### src/rtl/sram_like_arbiter.sv
// Shares one SRAM-like port between inst fetch (owner 0) and data (owner 1), routing in-order responses back.
// Optional ARB_ROUND_ROBIN_EN: round-robin between simultaneous requesters instead of data-over-inst priority.
module sram_like_arbiter #(
    parameter int OUTSTANDING = 2,
    parameter int OID_W       = 3
) (
    input  logic        clk,
    input  logic        reset,
    input  logic        inst_req,
    input  logic        inst_wr,
    input  logic [1:0]  inst_size,
    input  logic [31:0] inst_addr,
    input  logic [31:0] inst_wdata,
    output logic        inst_addr_ok,
    output logic        inst_data_ok,
    output logic [31:0] inst_rdata,
    input  logic        data_req,
    input  logic        data_wr,
    input  logic [1:0]  data_size,
    input  logic [31:0] data_addr,
    input  logic [31:0] data_wdata,
    output logic        data_addr_ok,
    output logic        data_data_ok,
    output logic [31:0] data_rdata,
    output logic        m_req,
    output logic        m_wr,
    output logic [1:0]  m_size,
    output logic [31:0] m_addr,
    output logic [31:0] m_wdata,
    input  logic        m_addr_ok,
    input  logic        m_data_ok,
    input  logic [31:0] m_rdata,
    output logic        arb_resp_err
);
    localparam int PTR_W = (OUTSTANDING > 1) ? $clog2(OUTSTANDING) : 1;
    localparam logic [PTR_W-1:0] PTR_LAST = PTR_W'(OUTSTANDING - 1);
    localparam logic [OID_W-1:0] CNT_FULL = OID_W'(OUTSTANDING);

    logic [OUTSTANDING-1:0] fifo_q;
    logic [PTR_W-1:0]       wptr_q, wptr_d, rptr_q, rptr_d;
    logic [OID_W-1:0]       count_q, count_d;
    logic                   lock_valid_q, lock_valid_d;
    logic                   lock_owner_q, lock_owner_d;
    logic                   err_q, err_d;
    logic                   sel, sel_req, full, push, pop, head;

`ifdef ARB_ROUND_ROBIN_EN
    logic rr_last_q, rr_last_d;
`endif

    // Owner selection: a stalled request keeps its grant until accepted or withdrawn.
    always_comb begin
        sel = data_req;
        if (lock_valid_q) begin
            sel = lock_owner_q;
        end else if (data_req && inst_req) begin
`ifdef ARB_ROUND_ROBIN_EN
            sel = ~rr_last_q;
`else
            sel = 1'b1;
`endif
        end
    end

    assign sel_req = sel ? data_req : inst_req;
    assign full    = (count_q == CNT_FULL);
    assign m_req   = !reset && !full && sel_req;
    assign push    = m_req && m_addr_ok;
    assign pop     = !reset && m_data_ok && (count_q != '0);
    assign head    = fifo_q[rptr_q];

    assign m_wr    = sel ? data_wr    : inst_wr;
    assign m_size  = sel ? data_size  : inst_size;
    assign m_addr  = sel ? data_addr  : inst_addr;
    assign m_wdata = sel ? data_wdata : inst_wdata;

    assign inst_addr_ok = push && !sel;
    assign data_addr_ok = push &&  sel;
    assign inst_data_ok = pop  && !head;
    assign data_data_ok = pop  &&  head;
    assign inst_rdata   = m_rdata;
    assign data_rdata   = m_rdata;
    assign arb_resp_err = err_q;

    always_comb begin
        wptr_d       = push ? ((wptr_q == PTR_LAST) ? '0 : wptr_q + 1'b1) : wptr_q;
        rptr_d       = pop  ? ((rptr_q == PTR_LAST) ? '0 : rptr_q + 1'b1) : rptr_q;
        count_d      = count_q;
        if (push && !pop) count_d = count_q + 1'b1;
        if (pop && !push) count_d = count_q - 1'b1;
        lock_valid_d = lock_valid_q;
        lock_owner_d = lock_owner_q;
        if (push) begin
            lock_valid_d = 1'b0;
        end else if (m_req) begin
            lock_valid_d = 1'b1;
            lock_owner_d = sel;
        end else if (lock_valid_q && !sel_req) begin
            lock_valid_d = 1'b0;
        end
        err_d        = err_q | (m_data_ok && (count_q == '0));
    end

`ifdef ARB_ROUND_ROBIN_EN
    assign rr_last_d = push ? sel : rr_last_q;
`endif

    always_ff @(posedge clk) begin
        if (reset) begin
            wptr_q       <= '0;
            rptr_q       <= '0;
            count_q      <= '0;
            lock_valid_q <= 1'b0;
            lock_owner_q <= 1'b0;
            err_q        <= 1'b0;
`ifdef ARB_ROUND_ROBIN_EN
            rr_last_q    <= 1'b0;
`endif
        end else begin
            wptr_q       <= wptr_d;
            rptr_q       <= rptr_d;
            count_q      <= count_d;
            lock_valid_q <= lock_valid_d;
            lock_owner_q <= lock_owner_d;
            err_q        <= err_d;
`ifdef ARB_ROUND_ROBIN_EN
            rr_last_q    <= rr_last_d;
`endif
        end
    end

    // Owner FIFO contents need no reset: count gates every read.
    always_ff @(posedge clk) begin
        if (push) fifo_q[wptr_q] <= sel;
    end
endmodule
### config.mk
export PLATFORM = sky130hd
export DESIGN_NAME = sram_like_arbiter
export DESIGN_NICKNAME = d
export VERILOG_FILES = /design/src/rtl/sram_like_arbiter.sv
export SDC_FILE = /design/constraint.sdc
export NUM_CORES = 1
export LEC_CHECK = 0
export BUFFER_PORTS_ARGS = -buffer_cell sky130_fd_sc_hd__buf_2
export CORE_AREA = 2 2 121 123
export DETAILED_ROUTE_END_ITERATION = 8
export DIE_AREA = 0 0 123 125
export GPL_ROUTABILITY_DRIVEN = 1
export SYNTH_ARGS = -nofsm -noshare
export SYNTH_HDL_FRONTEND = slang
export SYNTH_SLANG_ARGS = --single-unit
### constraint.sdc
create_clock -name clk -period 2.38 [get_ports clk]
set_clock_uncertainty 0.1 [all_clocks]
set_input_delay 0.238 -clock clk [delete_from_list [all_inputs] [get_ports clk]]
set_output_delay 0.238 -clock clk [all_outputs]
set_load 0.01 [all_outputs]
# [After elaboration in Yosys (flattened, before gate mapping)]
# Cells that the tools add are included.
[op_classes] addsub=4 n_reduce_logical=28 eq_ne=1 mux=18 magnitude_cmp=3 bitwise=2
[ops] operator="$mux 32" count=2
[ops] operator="$logic_and 1x1->1" count=15
[ops] operator="$mux 1" count=11
[ops] operator="$logic_not 1->1" count=7
[ops] operator="$mux 3" count=2
[ops] operator="$lt 1x2->1 const B" count=2
[ops] operator="$reduce_bool 2->1" count=2
[ops] operator="$add 3x1->3 const B" count=1
[ops] operator="$eq 3x2->1 const B" count=1
[ops] operator="$logic_not 3->1" count=1
[ops] operator="$reduce_bool 3->1" count=1
[ops] operator="$sub 3x1->3 const B" count=1
[ops] operator="$add 1x1->1 const B" count=2
[ops] operator="$bwmux 2" count=1
[ops] operator="$mux 2" count=1
[ops] operator="$reduce_and 2->1" count=1
[ops] operator="$reduce_or 2->1" count=1
[ops] operator="$demux 1 s1" count=1
[ops] operator="$ge 1x1->1 const B" count=1
[ops] operator="$not 1->1" count=1
[ops] operator="$or 1x1->1" count=1
[totals] elab_cells=63 register_bits=10

# [Longest topological paths before layout]
# Gate-level depths: netlist of the first run.
[logic_depth] depth_word=9 ltp_mapped=9 mapped_depth_nobuf=9

# [Worst setup path after synthesis of the first run]
# Ideal clock, no wire load.
[synth_timing] kind="flip-flop to flip-flop" startpoint="register count_q[1]" endpoint="register count_q[2]" synth_period_minus_slack_ps=2200 setup_slack_ps=180 stages_incl_launch_ff=10 required_time_ps=2209 arrival_ps=2029 path_cell_list="dfxtp_1 inv_1 or3_4 nand3_2 ha_1 inv_1 fa_1 xor2_1 or3_1 a21oi_1"
[synth_between] elab_chain_cells=8 elab_cells_between_ends=16 cone_classes="2 x add/sub; 1 x eq/ne; 2 x mux; 11 x reduce/logical"
[synth_rtl] element="from (decl)" line="41" text="logic [OID_W-1:0] count_q, count_d;"
[synth_rtl] element="from (signal assigned)" line="122" text="count_q <= count_d;"
[synth_rtl] element="$eq 3x2->1" line="66" text="assign full = (count_q == CNT_FULL);"
[synth_rtl] element="$logic_not 1->1" line="67" text="assign m_req = !reset && !full && sel_req;"
[synth_rtl] element="$logic_and 1x1->1 (2 in a row)" line="67"
[synth_rtl] element="$logic_and 1x1->1" line="68" text="assign push = m_req && m_addr_ok;"
[synth_rtl] element="$logic_not 1->1" line="90" text="if (pop && !push) count_d = count_q - 1'b1;"
[synth_rtl] element="$logic_and 1x1->1" line="90"
[synth_rtl] element="$mux 3 or $reduce_bool 2->1 (tied branches)"
# Several ways; a longest one is shown, not always the timed one. The select of a mux whose other input is x is not followed.
# A chain may end at the register's enable or synchronous reset.

# [Worst setup path in the final report of the first run]
# Ends and elaborated chain as after synthesis.

==> results.yml, run 1 <==
pwr:
  total_power_uw: 1100
  p_leak_uw: 0.00171
  vdd_drop_max_v: 0.000301
  power-per-cell-area_nw_per_um2: 407
timing:
  setup_violations: 0
  drv_slew: 0
  period_minus_slack_ns: 2.29
  final_hold_viol_count: 0
  min_period_over_period_pct: 96.3
  worst_pin_slew_ns: 0.629
  max_freq_mhz: 436
  fin_tns_setup_ns: 0
  max-slew-margin-rel_pct: 58.0
critical_path:
  timing.rr.end: "count_q[2]"
  reg2regPathDepth: 9
  worst-setup-path-type: "reg -> reg"
  required_ns: 2.45
  critPathCaptureType: "flop"
  reg2reg_setup_slack_ns: 0.09
  r2r-start: "count_q[1]"
  cp_max_fo: 5
  critPathArrivalTime_ns: 2.36
  cp-start-kind: "flop"
clock_network:
  cts.htree.levels: 1
  clk_path_buf_depth: 2
  cts.clk_slew.worst_paths_ns: 0.04
  post_cts_resized: 0
  worstSkewPairLatency_ns: 0.23
  cts_tree: "done"
  cts_sinks: 10
  cts_buffers: 3
  clockRootBuffer: "clkbuf_16"
  post_cts_buffers: 0
  holdBufCountCts: 0
job:
  drv_cap: 0
detailed_routing:
  wl_um: 6940
  drt_first_pass_iters: 4
  drt_iter0_markers: 68
  avgViaCountPerCell: 3.63
  wl_per_cell_um: 10.5
  postRouteAntennaNets: 0
  vias: 2389
  drc: 0
yosys:
  postSynthCellCount: 335
  ys_ff_latch: 10
  yosysWarningCount: 0
  mappedNetlistArea_um2: 1810
  synth_area_leaders: "nand2_1 42%, buf_4 27%, dfxtp_1 8.8%"
  yosys.area.top_type: "nand2_1"
  seq_area_frac_synth_pct: 12.2
  synth_top_cell_area_share_pct: 41.9
  avgSynthCellArea_um2: 5.41
  synth_nets: 509
  synth.distinct_cells: 29
placed_design:
  portBuffers: 212
  dpl.cell_count: 655
  place_congestion: 0.779
  hpwl_um: 5630
  placed_area_um2: 2620
final_layout:
  final_core_util_pct: 19.1
  fin_cells: 659
  fin_nets: 650
  drive_above_1_share_pct: 48.0
  diodes: 0
  design_area_um2: 2720
  syn_to_final_growth_pct: 49.9
status:
  status: "finished clean"
grt:
  grt.busiest_layer: "met2"
  grt_usage_pct: 8.16
  antenna_found_initial: 1
  grtUsageMet1_pct: 9.21
  met3_usage_pct: 2.10
  grt_remaining_overflow: 0
  grt_pass1_wl_um: 9960
  grt_max_degree: 70
  use_met2_pct: 14.6
  first_global_vias: 2093
min_path:
  hold_depth: 3
  hold_path_end: "arb_resp_err"
  hold_path_class: "in -> reg"
  worstHoldStart: "m_data_ok"
floorplanning:
  die_h_um: 125
  fp.dieW_um: 123
  ios: 309
  die_area_um2: 15400
  row_count: 44
  initial_utilization_pct: 12.8
  core_area_um2: 14200
==> synth_stat cells (all sizes together) <==
master / number
edfxtp: 2
or3: 2
a31oi: 1
clkbuf: 11
o211a: 1
a211oi: 1
nand2: 202
o21a: 1
ha: 1
nor3: 1
fa: 1
o21ai: 1
and2: 2
nor2: 11
inv: 6
nand3: 1
nor4: 1
xor2: 3
mux2i: 3
a21oi: 3
a311oi: 1
dfxtp: 8
buf: 68
nor2b: 1
nand2b: 2
==> how the worst max path moves through the flow <==
stage / startpoint / endpoint / slack, ns / cells past startpoint
2_1_floorplan: count_q[1] / count_q[2] / 0.18 / 9
3_3_place_gp: count_q[1] / count_q[2] / 0.17 / 9
3_5_place_dp: lock_owner_q / count_q[2] / 0.11 / 9
4_1_cts: lock_owner_q / count_q[2] / 0.08 / 9
5_1_grt: count_q[1] / count_q[2] / -0.009 / 9
6_report: count_q[1] / count_q[2] / 0.09 / 9
==> routing by layer <==
metal / up-vias / part of all wire (%)
met1: 978 / 38
met4: 0 / 3.0
met5: - / 0
met3: 33 / 11
met2: 149 / 48
li1: 1229 / -
==> area by class of cell <==
type | instances | area, um2
fill | 1633 | 11500
timing repair buffer | 215 | 1110
multi-input combinational | 240 | 1040
tap | 184 | 230
sequential | 10 | 221
clock buffer | 4 | 88.8
inverter | 6 | 22.5
==> placed cells by master (no fill, tap or decap), types with 2 or more instances in the layout <==
cell type / instances
buf_2: 212
nand2_1: 202
xor2_1: 3
a21oi_1: 2
dfxtp_1: 7
and2_1: 2
nor2_1: 10
mux2i_1: 2
buf_12: 2
clkbuf_16: 3
nand2b_1: 2
edfxtp_1: 2
inv_1: 5
==> worst max-delay path, cell delays in order, from the launching register on <==
cell	delay (ns)
dfxtp_1	0.35
inv_1	0.08
or3_4	0.36
nand3_2	0.10
ha_2	0.18
inv_1	0.05
fa_1	0.38
xor2_1	0.16
or3_1	0.33
a21oi_2	0.14
==> power by group <==
| group | total (uW) | switching [uW] | internal, uW |
|---|---|---|---|
| clock | 321 | 69.6 | 252 |
| sequential | 204 | 13.4 | 190 |
| combinational | 580 | 317 | 263 |
==> metrics by stage <==
stage | setup slack (ns) | hold WS, ns
final | 0.0888 | 0.156
after global routing | -0.00949 | 0.185
after CTS | 0.0773 | 0.162
after detailed placement | 0.110 | 0.358
after global placement | 0.168 | 0.353
after floorplan | 0.180 | 0.279
==> cells by family (layout without fill, tap and decap cells) <==
family / Yosys count / in the layout / share of synthesized area [%]
compound gates: 9 / 9 / 3.59
xor+xnor: 3 / 3 / 1.45
fa+ha+maj: 2 / 2 / 1.80
buf+inv: 85 / 225 / 31.1
flops: 10 / 10 / 12.2
mux: 3 / 3 / 1.86
simple gates: 223 / 223 / 48.0
==> state kept, by name (all words and copies together) (netlist names) <==
register,cells
count_q,3
wptr_q,1
lock_owner_q,1
fifo_q,2
lock_valid_q,1
arb_resp_err,1
rptr_q,1
No activity file was read; power rests on OpenSTA's default activity.
==> run 2: changes to the inputs <==
CELL_PAD_IN_SITES_DETAIL_PLACEMENT = 1   (was unset)
CELL_PAD_IN_SITES_GLOBAL_PLACEMENT = 1   (was unset)
CORE_AREA = unset   (was 2 2 121 123)
CORE_MARGIN = 2   (was unset)
CORE_UTILIZATION = 13   (was unset)
CTS_BUF_LIST = sky130_fd_sc_hd__clkbuf_16   (was unset)
DIE_AREA = unset   (was 0 0 123 125)
PLACE_DENSITY_LB_ADDON = 0.1   (was unset)
==> results.yml, run 2 (same netlist as run 1, synthesis figures left out) <==
detailed_routing:
  drc: 0
  drt_first_pass_iters: 4
  postRouteAntennaNets: 0
  wl_um: 8480
  avgViaCountPerCell: 3.74
  drt_iter0_markers: 57
  vias: 2459
  wl_per_cell_um: 12.9
job:
  drv_cap: 0
final_layout:
  largest_register_ffs: 3
  syn_to_final_growth_pct: 49.2
  top_register: "count_q"
  fin_cells: 658
  nFillCells: 1826
  reg_top3: "count_q x3, fifo_q x2"
  multi_input_area_um2: 1040
  drive_above_1_share_pct: 47.7
  final_common_cell: "buf_2"
  register_area_um2: 223
  final_cell_mix: "212 x buf_2, 202 x nand2_1, 11 x nor2_1"
  fin_nets: 653
  diodes: 0
critical_path:
  crit_chain: "inv_1 > or3_4 > nand3_2 > ha_1 > inv_1 > fa_1 > xor2_1 > or3_1 > a21oi_1"
  required_ns: 2.45
  critPathArrivalTime_ns: 2.32
  cp-start-kind: "flop"
  critPathCaptureType: "flop"
  critPathMaxStageDelay_ns: 0.37
  cp_max_fo: 5
  worst_path_most_repeated_cell: "inv_1"
  worst-setup-path-type: "reg -> reg"
  crit_path_top_delay_cell: "fa_1"
  reg2reg_setup_slack_ns: 0.13
  crit_buf_inv: 2
  crit_family: "simple AND/OR/NAND/NOR gates"
pwr:
  total_power_uw: 1100
  p_leak_uw: 0.00172
  power-per-cell-area_nw_per_um2: 406
  vdd_drop_max_v: 0.000184
timing:
  min_period_over_period_pct: 94.4
  final_hold_viol_count: 0
  worst_pin_slew_ns: 0.327
  fin_tns_setup_ns: 0
  period_minus_slack_ns: 2.25
  drv_slew: 0
  rsz0062_at_grt: "no"
  max_freq_mhz: 445
  max-slew-margin-rel_pct: 78.1
  setup_violations: 0
grt:
  grt_usage_pct: 10.2
  grt_max_degree: 58
  grt_remaining_overflow: 0
  antenna_found_initial: 0
  grt_pass1_wl_um: 11900
  first_global_vias: 2422
status:
  status: "finished clean"
floorplanning:
  core_area_um2: 13700
  die_area_um2: 14900
  initial_utilization_pct: 13.2
  row_count: 43
  fp.dieW_um: 122
  die_h_um: 122
  ios: 309
placed_design:
  hpwl_um: 6980
  place_congestion: 0.704
  portBuffers: 212
  dpl.cell_count: 654
clock_network:
  cts.htree.levels: 1
  clockRootBuffer: "clkbuf_16"
  cts_tree: "done"
  cts.clk_slew.worst_paths_ns: 0.04
  cts_sinks: 10
  clk_path_buf_depth: 2
  cts_buffers: 3
  worstSkewPairLatency_ns: 0.24
  holdBufCountCts: 0
min_path:
  hold_path_class: "in -> reg"
run 2: layer usage:
| layer | GRT usage [%] | up-vias | wire [um] |
|---|---|---|---|
| li1 | - | 1236 | - |
| met3 | 2.72 | 18 | 961 |
| met4 | 3.59 | 0 | 165 |
| met2 | 20.4 | 158 | 4550 |
| met1 | 9.75 | 1047 | 2790 |
| met5 | 0 | - | 0 |
run 2: final timing paths:
path / start / endpoint / depth (start not counted)
setup / recovery: count_q[1] / count_q[2] / 9
setup reg to reg: count_q[1] / count_q[2] / 9
hold reg to reg: arb_resp_err / arb_resp_err / 2
hold / removal: m_data_ok / arb_resp_err / 3
run 2: tightest hold or removal path: cells and delay by family:
kind	cells	cell delay [ns]
AO/OA/AOI/OAI	1	0.06
buffers and inverters	1	0.09
AND/OR/NAND/NOR	1	0.06
run 2: power breakdown:
group | switching [uW] | internal, uW
registers | 13.1 | 191
clock network | 84.3 | 221
logic | 326 | 263
run 2: final cells by class:
type	instances	share of cell area, %
Clock inverter	1	0.139
Clock buffer	3	2.78
Timing Repair Buffer	218	41.4
Sequential cell	10	8.24
Tap cell	180	8.33
Multi-Input combinational cell	240	38.3
Inverter	6	0.833
run 2: through the flow:
| stage | instance area [um2] | hold slack [ns] | worst slack, ns | util, % |
|---|---|---|---|---|
| global route | 2700 | 0.163 | 0.0223 | 19.7 |
| detailed placement | 2620 | 0.355 | 0.0828 | 19.1 |
| global placement | 2620 | 0.372 | 0.138 | 19.1 |
| floorplan | 1810 | 0.279 | 0.180 | - |
| finish | 2700 | 0.145 | 0.134 | 19.7 |
| CTS | 2700 | 0.148 | 0.0834 | 19.7 |
run 2: repair_timing:
item | 4_1_cts | 5_1_grt
buffers inserted | 0 | 0
setup endpoints to repair | 0 | 1
gates resized for setup | 0 | 2
